## src/rtl/apb_mst_pkg.sv

```systemverilog
// apb_mst_pkg
//   Shared types and default constants for the APB requester bridge.
//   - apb_state_e        : transfer FSM state (IDLE / SETUP / ACCESS)
//   - ADDR_W_DEF         : default paddr / cmd_addr width
//   - DATA_W_DEF         : default data bus width
//   - TIMEOUT_CYC_DEF    : default wait-state limit (APB_MST_TIMEOUT_EN builds)
package apb_mst_pkg;

  localparam int unsigned ADDR_W_DEF      = 13;
  localparam int unsigned DATA_W_DEF      = 32;
  localparam int unsigned TIMEOUT_CYC_DEF = 255;

  typedef enum logic [1:0] {
    IDLE   = 2'd0,
    SETUP  = 2'd1,
    ACCESS = 2'd2
  } apb_state_e;

endpackage

```

## src/rtl/apb_mst_wdog.sv

```systemverilog
// apb_mst_wdog
//   Wait-state watchdog for the APB requester. Counts the wait cycles seen
//   in ACCESS and flags expiry on the wait cycle that reaches TIMEOUT_CYC.
//   Only instantiated when APB_MST_TIMEOUT_EN is defined.
// Ports
//   clk, reset  : clock, async active-high reset
//   clr_i       : restart the count (asserted on SETUP entry)
//   wait_i      : this clk edge is a pclken-qualified ACCESS cycle with pready=0
//   expire_o    : this wait cycle is the TIMEOUT_CYC-th one; abort the transfer
module apb_mst_wdog
  import apb_mst_pkg::*;
#(
  parameter int unsigned TIMEOUT_CYC = TIMEOUT_CYC_DEF
) (
  input  logic clk,
  input  logic reset,
  input  logic clr_i,
  input  logic wait_i,
  output logic expire_o
);

  localparam int unsigned CNT_W = $clog2(TIMEOUT_CYC + 1);
  localparam logic [CNT_W-1:0] LAST_CNT = CNT_W'(TIMEOUT_CYC - 1);

  logic [CNT_W-1:0] cnt_q, cnt_d;

  // cnt_q holds the number of wait cycles already elapsed, so the cycle
  // being evaluated now is number cnt_q+1.
  assign expire_o = wait_i && (cnt_q == LAST_CNT);

  always_comb begin
    cnt_d = cnt_q;
    if (clr_i) begin
      cnt_d = '0;
    end else if (wait_i && !expire_o) begin
      cnt_d = cnt_q + 1'b1;
    end
  end

  always_ff @(posedge clk or posedge reset) begin
    if (reset) begin
      cnt_q <= '0;
    end else begin
      cnt_q <= cnt_d;
    end
  end

endmodule

```

## src/rtl/apb_master_bridge.sv

```systemverilog
// apb_master_bridge
//   Converts a valid/ready command stream into single APB transfers and
//   returns one valid/ready response per command. APB phases advance only
//   on clk edges with pclken=1; the response handshake runs at full clk rate.
//   Optional build macro APB_MST_TIMEOUT_EN adds a wait-state watchdog that
//   aborts a transfer after TIMEOUT_CYC wait cycles (rsp_err=rsp_timeout=1).
// Ports
//   clk, reset              : clock, async active-high reset
//   pclken                  : APB clock enable
//   cmd_valid/ready/write/addr/wdata : command channel
//   rsp_valid/ready/rdata/err/timeout : response channel
//   psel, penable, pwrite, paddr, pwdata, prdata, pready, pslverr : APB
//   idle                    : no transfer or response pending
//   INT                     : one-cycle pulse when an error response appears
module apb_master_bridge
  import apb_mst_pkg::*;
#(
  parameter int unsigned ADDR_W      = ADDR_W_DEF,
  parameter int unsigned DATA_W      = DATA_W_DEF,
  parameter int unsigned TIMEOUT_CYC = TIMEOUT_CYC_DEF
) (
  input  logic              clk,
  input  logic              reset,
  input  logic              pclken,
  input  logic              cmd_valid,
  output logic              cmd_ready,
  input  logic              cmd_write,
  input  logic [ADDR_W-1:0] cmd_addr,
  input  logic [DATA_W-1:0] cmd_wdata,
  output logic              rsp_valid,
  input  logic              rsp_ready,
  output logic [DATA_W-1:0] rsp_rdata,
  output logic              rsp_err,
  output logic              rsp_timeout,
  output logic              psel,
  output logic              penable,
  output logic              pwrite,
  output logic [ADDR_W-1:0] paddr,
  output logic [DATA_W-1:0] pwdata,
  input  logic [DATA_W-1:0] prdata,
  input  logic              pready,
  input  logic              pslverr,
  output logic              idle,
  output logic              INT
);

  apb_state_e        state_q, state_d;
  logic              psel_q, psel_d, penable_q, penable_d, pwrite_q, pwrite_d;
  logic [ADDR_W-1:0] paddr_q, paddr_d;
  logic [DATA_W-1:0] pwdata_q, pwdata_d;
  logic              rsp_valid_q, rsp_valid_d, rsp_err_q, rsp_err_d;
  logic [DATA_W-1:0] rsp_rdata_q, rsp_rdata_d;
  logic              int_q, int_d;
  logic              accept, timeout_hit;

  // reset is folded in so cmd_ready is low throughout reset even with pclken=1.
  assign cmd_ready = (state_q == IDLE) && !rsp_valid_q && pclken && !reset;
  assign accept    = cmd_valid && cmd_ready;

`ifdef APB_MST_TIMEOUT_EN
  logic rsp_to_q, rsp_to_d;

  apb_mst_wdog #(
    .TIMEOUT_CYC (TIMEOUT_CYC)
  ) u_wdog (
    .clk      (clk),
    .reset    (reset),
    .clr_i    (accept),
    .wait_i   (pclken && (state_q == ACCESS) && !pready),
    .expire_o (timeout_hit)
  );

  assign rsp_timeout = rsp_to_q;
`else
  assign timeout_hit = 1'b0;
  assign rsp_timeout = 1'b0;
`endif

  always_comb begin
    state_d     = state_q;
    psel_d      = psel_q;
    penable_d   = penable_q;
    pwrite_d    = pwrite_q;
    paddr_d     = paddr_q;
    pwdata_d    = pwdata_q;
    rsp_valid_d = rsp_valid_q;
    rsp_rdata_d = rsp_rdata_q;
    rsp_err_d   = rsp_err_q;
    int_d       = 1'b0;
`ifdef APB_MST_TIMEOUT_EN
    rsp_to_d    = rsp_to_q;
`endif

    // Response consumption runs at clk rate, independent of pclken.
    if (rsp_valid_q && rsp_ready) begin
      rsp_valid_d = 1'b0;
    end

    case (state_q)
      IDLE: begin
        if (accept) begin
          state_d   = SETUP;
          psel_d    = 1'b1;
          penable_d = 1'b0;
          pwrite_d  = cmd_write;
          paddr_d   = cmd_addr;
          pwdata_d  = cmd_write ? cmd_wdata : '0;
        end
      end
      SETUP: begin
        if (pclken) begin
          state_d   = ACCESS;
          penable_d = 1'b1;
        end
      end
      ACCESS: begin
        // pready/pslverr only matter on pclken edges; completion wins over
        // a watchdog expiry landing on the same cycle.
        if (pclken && pready) begin
          state_d     = IDLE;
          psel_d      = 1'b0;
          penable_d   = 1'b0;
          rsp_valid_d = 1'b1;
          rsp_rdata_d = pwrite_q ? '0 : prdata;
          rsp_err_d   = pslverr;
          int_d       = pslverr;
`ifdef APB_MST_TIMEOUT_EN
          rsp_to_d    = 1'b0;
`endif
        end else if (timeout_hit) begin
          state_d     = IDLE;
          psel_d      = 1'b0;
          penable_d   = 1'b0;
          rsp_valid_d = 1'b1;
          rsp_rdata_d = '0;
          rsp_err_d   = 1'b1;
          int_d       = 1'b1;
`ifdef APB_MST_TIMEOUT_EN
          rsp_to_d    = 1'b1;
`endif
        end
      end
      default: begin
        state_d   = IDLE;
        psel_d    = 1'b0;
        penable_d = 1'b0;
      end
    endcase
  end

  always_ff @(posedge clk or posedge reset) begin
    if (reset) begin
      state_q     <= IDLE;
      psel_q      <= 1'b0;
      penable_q   <= 1'b0;
      pwrite_q    <= 1'b0;
      paddr_q     <= '0;
      pwdata_q    <= '0;
      rsp_valid_q <= 1'b0;
      rsp_rdata_q <= '0;
      rsp_err_q   <= 1'b0;
      int_q       <= 1'b0;
`ifdef APB_MST_TIMEOUT_EN
      rsp_to_q    <= 1'b0;
`endif
    end else begin
      state_q     <= state_d;
      psel_q      <= psel_d;
      penable_q   <= penable_d;
      pwrite_q    <= pwrite_d;
      paddr_q     <= paddr_d;
      pwdata_q    <= pwdata_d;
      rsp_valid_q <= rsp_valid_d;
      rsp_rdata_q <= rsp_rdata_d;
      rsp_err_q   <= rsp_err_d;
      int_q       <= int_d;
`ifdef APB_MST_TIMEOUT_EN
      rsp_to_q    <= rsp_to_d;
`endif
    end
  end

  assign psel      = psel_q;
  assign penable   = penable_q;
  assign pwrite    = pwrite_q;
  assign paddr     = paddr_q;
  assign pwdata    = pwdata_q;
  assign rsp_valid = rsp_valid_q;
  assign rsp_rdata = rsp_rdata_q;
  assign rsp_err   = rsp_err_q;
  assign INT       = int_q;
  assign idle      = (state_q == IDLE) && !rsp_valid_q;

endmodule

```

## config.mk

```make
export PLATFORM = sky130hd
export DESIGN_NAME = apb_master_bridge
export DESIGN_NICKNAME = d
export VERILOG_FILES = /design/src/rtl/apb_mst_pkg.sv /design/src/rtl/apb_mst_wdog.sv /design/src/rtl/apb_master_bridge.sv
export SDC_FILE = /design/constraint.sdc
export NUM_CORES = 1
export LEC_CHECK = 0
export CAP_MARGIN = 10
export CORE_MARGIN = 3
export CORE_UTILIZATION = 37
export CTS_CLUSTER_DIAMETER = 40
export DETAILED_ROUTE_END_ITERATION = 8
export GPL_TIMING_DRIVEN = 0
export PLACE_DENSITY = 0.84
export SLEW_MARGIN = 10
export SYNTH_ARGS = -nofsm -noshare
export SYNTH_HDL_FRONTEND = slang
export SYNTH_SLANG_ARGS = --single-unit
```

## constraint.sdc

```tcl
create_clock -name clk -period 3.7 [get_ports clk]
set_clock_uncertainty 0.05 [all_clocks]
set_input_delay 0.74 -clock clk [delete_from_list [all_inputs] [get_ports clk]]
set_output_delay 0.74 -clock clk [all_outputs]
set_load 0.02 [all_outputs]
```

==> flow_summary.yaml <==
timing:
  maxSlewViolCount: 0
  rsz0062_at_grt: "no"
  setup_violations: 0
  timing.hold.ws_ns: 0.431
  fin_crit_sh: 0.900
  final-hold-violation-count: 0
  fin_crit_ns: 3.33
  fmax_ghz: 0.300
  tns_ns: 0
run_status:
  outcome: "complete, no violations"
synthesis:
  ys_ff_latch: 84
  postSynthCellCount: 330
  synth_warnings: 0
  syn_avg_cell_area_um2: 10.8
  syn_nets: 415
  synth.cell_area_mm2: 0.00356
  seq_area_frac_synth: 0.591
  yosysUniqueCellTypes: 24
power_and_ir_drop:
  ir_drop_mv: 0.374
  switchingPower_mw: 1.38
  p_int_mw: 2.62
  pwr-share-clk: 0.188
  p_comb_frac: 0.450
  swShare: 0.346
  p_leak_nw: 2.45
  sequentialPowerShare: 0.362
  pwr_density_cell_mw_per_mm2: 705
global_routing:
  antenna_found_initial: 0
  grt_first_pass_wirelength_mm: 15.0
  track_usage: 0.170
  grt-ovfl-total: 0
  grt_max_degree: 40
  grt_pass1_vias: 3094
detailed_routing:
  drtAntennaViolNets: 0
  viasPerCell: 4.45
  vias: 2859
  first_pass_iters: 4
  post_drt_wl_per_cell_um: 14.1
  routed_wl_mm: 9.09
  drc: 0
  first_iter_violations: 68
final_layout:
  utilization: 0.611
  num-fill-cells: 786
  layout_commonest_cell: "clkdlybuf4s50_1"
  antenna_cells: 0
  most-common-layout-cells: "168 x clkdlybuf4s50_1, 84 x dfrtp_1, 66 x nand2_1"
  fin_nets: 596
  area_growth_syn_to_layout_pct: 59.4
  drive_gt1_frac: 0.0700
min_path:
  hold_path_class: "flip-flop to flip-flop"
  min_path_cells: 2
cts:
  root_buffer: "clkbuf_8"
  worst_skew_pair.late_latency_ns: 0.34
  cts_buffers: 9
  cts_num_sinks: 84
  cts_setup_buffers: 0
  clk_pin_slew_ns: 0.08
  cts_hold_buffers: 0
  clockBufferDepth: 2
  htree_levels: 3
  cts_resized: 0
  cts_tree: "built"
worst_setup_path:
  start_kind: "input pin"
  cp_max_fo: 39
  cp-end-kind: "primary output"
  r2r_cells: 5
  critical_path_arrival_ns: 2.54
  required_ns: 2.91
  criticalPathCategory: "input pin to primary output"
place:
  place_congestion: 0.714
  numPortBuffers: 168
  dp_hpwl_mm: 7.11
flow_run:
  cap_viol_max_count: 0
floorplanning:
  fp.dieH_um: 104
  core_mm2: 0.00928
  pin_count: 171
  design.die.area_mm2: 0.0108
  num_rows: 35
  die_w_um: 104
  start_util: 0.383
==> state kept, by name, indices dropped and copies added, names as in the netlist <==
name       flops
rsp_rdata     32
INT            1
paddr         13
pwrite         1
pwdata        32
psel           1
rsp_err        1
rsp_valid      1
state_q        2
==> critical path: stages <==
cell and delay [ns]:
clkdlybuf4s50_1 0.50, clkinvlp_4 0.26, buf_12 0.28, and3_1 0.19
clkdlybuf4s50_1 0.55
==> metrics by stage <==
stage / setup slack (ns) / instances / power (mW) / cell area (um2)
6_report: 0.371 / 643 / 4.00 / 5670
5_1_grt: 0.271 / 643 / 4.25 / 5670
4_1_cts: 0.344 / 643 / 4.06 / 5670
3_5_place_dp: 0.334 / 629 / 3.29 / 5450
3_3_place_gp: -1.11 / 627 / 3.22 / 5410
2_1_floorplan: 0.414 / 330 / 2.33 / 3560
==> power groups by stage <==
stage                     Sequential (mW)  Clock [mW]  Combinational, mW
after floorplan                      1.88           0              0.445
after global placement               1.45           0               1.77
after global routing                 1.50       0.816               1.93
final                                1.45       0.751               1.80
after detailed placement             1.47           0               1.82
after CTS                            1.46       0.776               1.83
==> cell type report <==
cell class,count,area (um2),share of cell area
clock inverter,5,103,0.0181
clock buffer,9,124,0.0218
buffer,21,149,0.0262
inverter,35,135,0.0238
sequential,84,2100,0.371
tap,129,161,0.0285
timing repair buffer,170,1720,0.303
multi-input combinational,190,1180,0.208
==> cell usage after synthesis <==
master    instances  share of area
mux2_1            6          0.019
dfrtp_1          84           0.59
o21ai_0          34          0.048
buf_1             1         0.0011
buf_2             2         0.0028
or2_2             1         0.0018
and3_1            1         0.0018
nand2b_1         33          0.058
buf_12            3          0.017
nor3_2            1         0.0028
buf_4             3         0.0063
nand2_1          66          0.070
buf_6             1         0.0032
and4_1            1         0.0025
nor3b_1           1         0.0021
mux2_2            8          0.025
a21o_1            2         0.0042
clkbuf_1         11          0.012
inv_1            35          0.037
a21oi_1           1         0.0014
nand4b_1          1         0.0025
nor2_1            1         0.0011
conb_1            1         0.0011
mux2i_1          32          0.090
==> per-layer routing <==
layer	up-vias	wire, um	global-route usage
li1	1396	-	-
met1	1331	3830	0.207
met2	115	4450	0.283
met3	17	636	0.0602
met4	0	177	0.0570
met5	-	0	0
==> logic make-up after synthesis <==
| group | share of synthesized area |
|---|---|
| AOI/OAI and AO/OA | 0.0534 |
| buffers and inverters | 0.0787 |
| DFF | 0.591 |
| muxes | 0.134 |
| other | 0.00105 |
| and+or+nand+nor | 0.142 |
==> final timing paths <==
kind / slack [ns] / start / to
hold reg to reg: 0.43 / rsp_rdata[1] / rsp_rdata[1]
setup reg to reg: 1.98 / state_q[1] / paddr[5]
min in group asynchronous: 0.64 / reset / rsp_rdata[0]
hold / removal: 0.43 / rsp_rdata[1] / rsp_rdata[1]
setup / recovery: 0.37 / reset / cmd_ready
max in group asynchronous: 2.49 / reset / rsp_rdata[6]
Note: power is estimated with default switching activity, not from simulation.
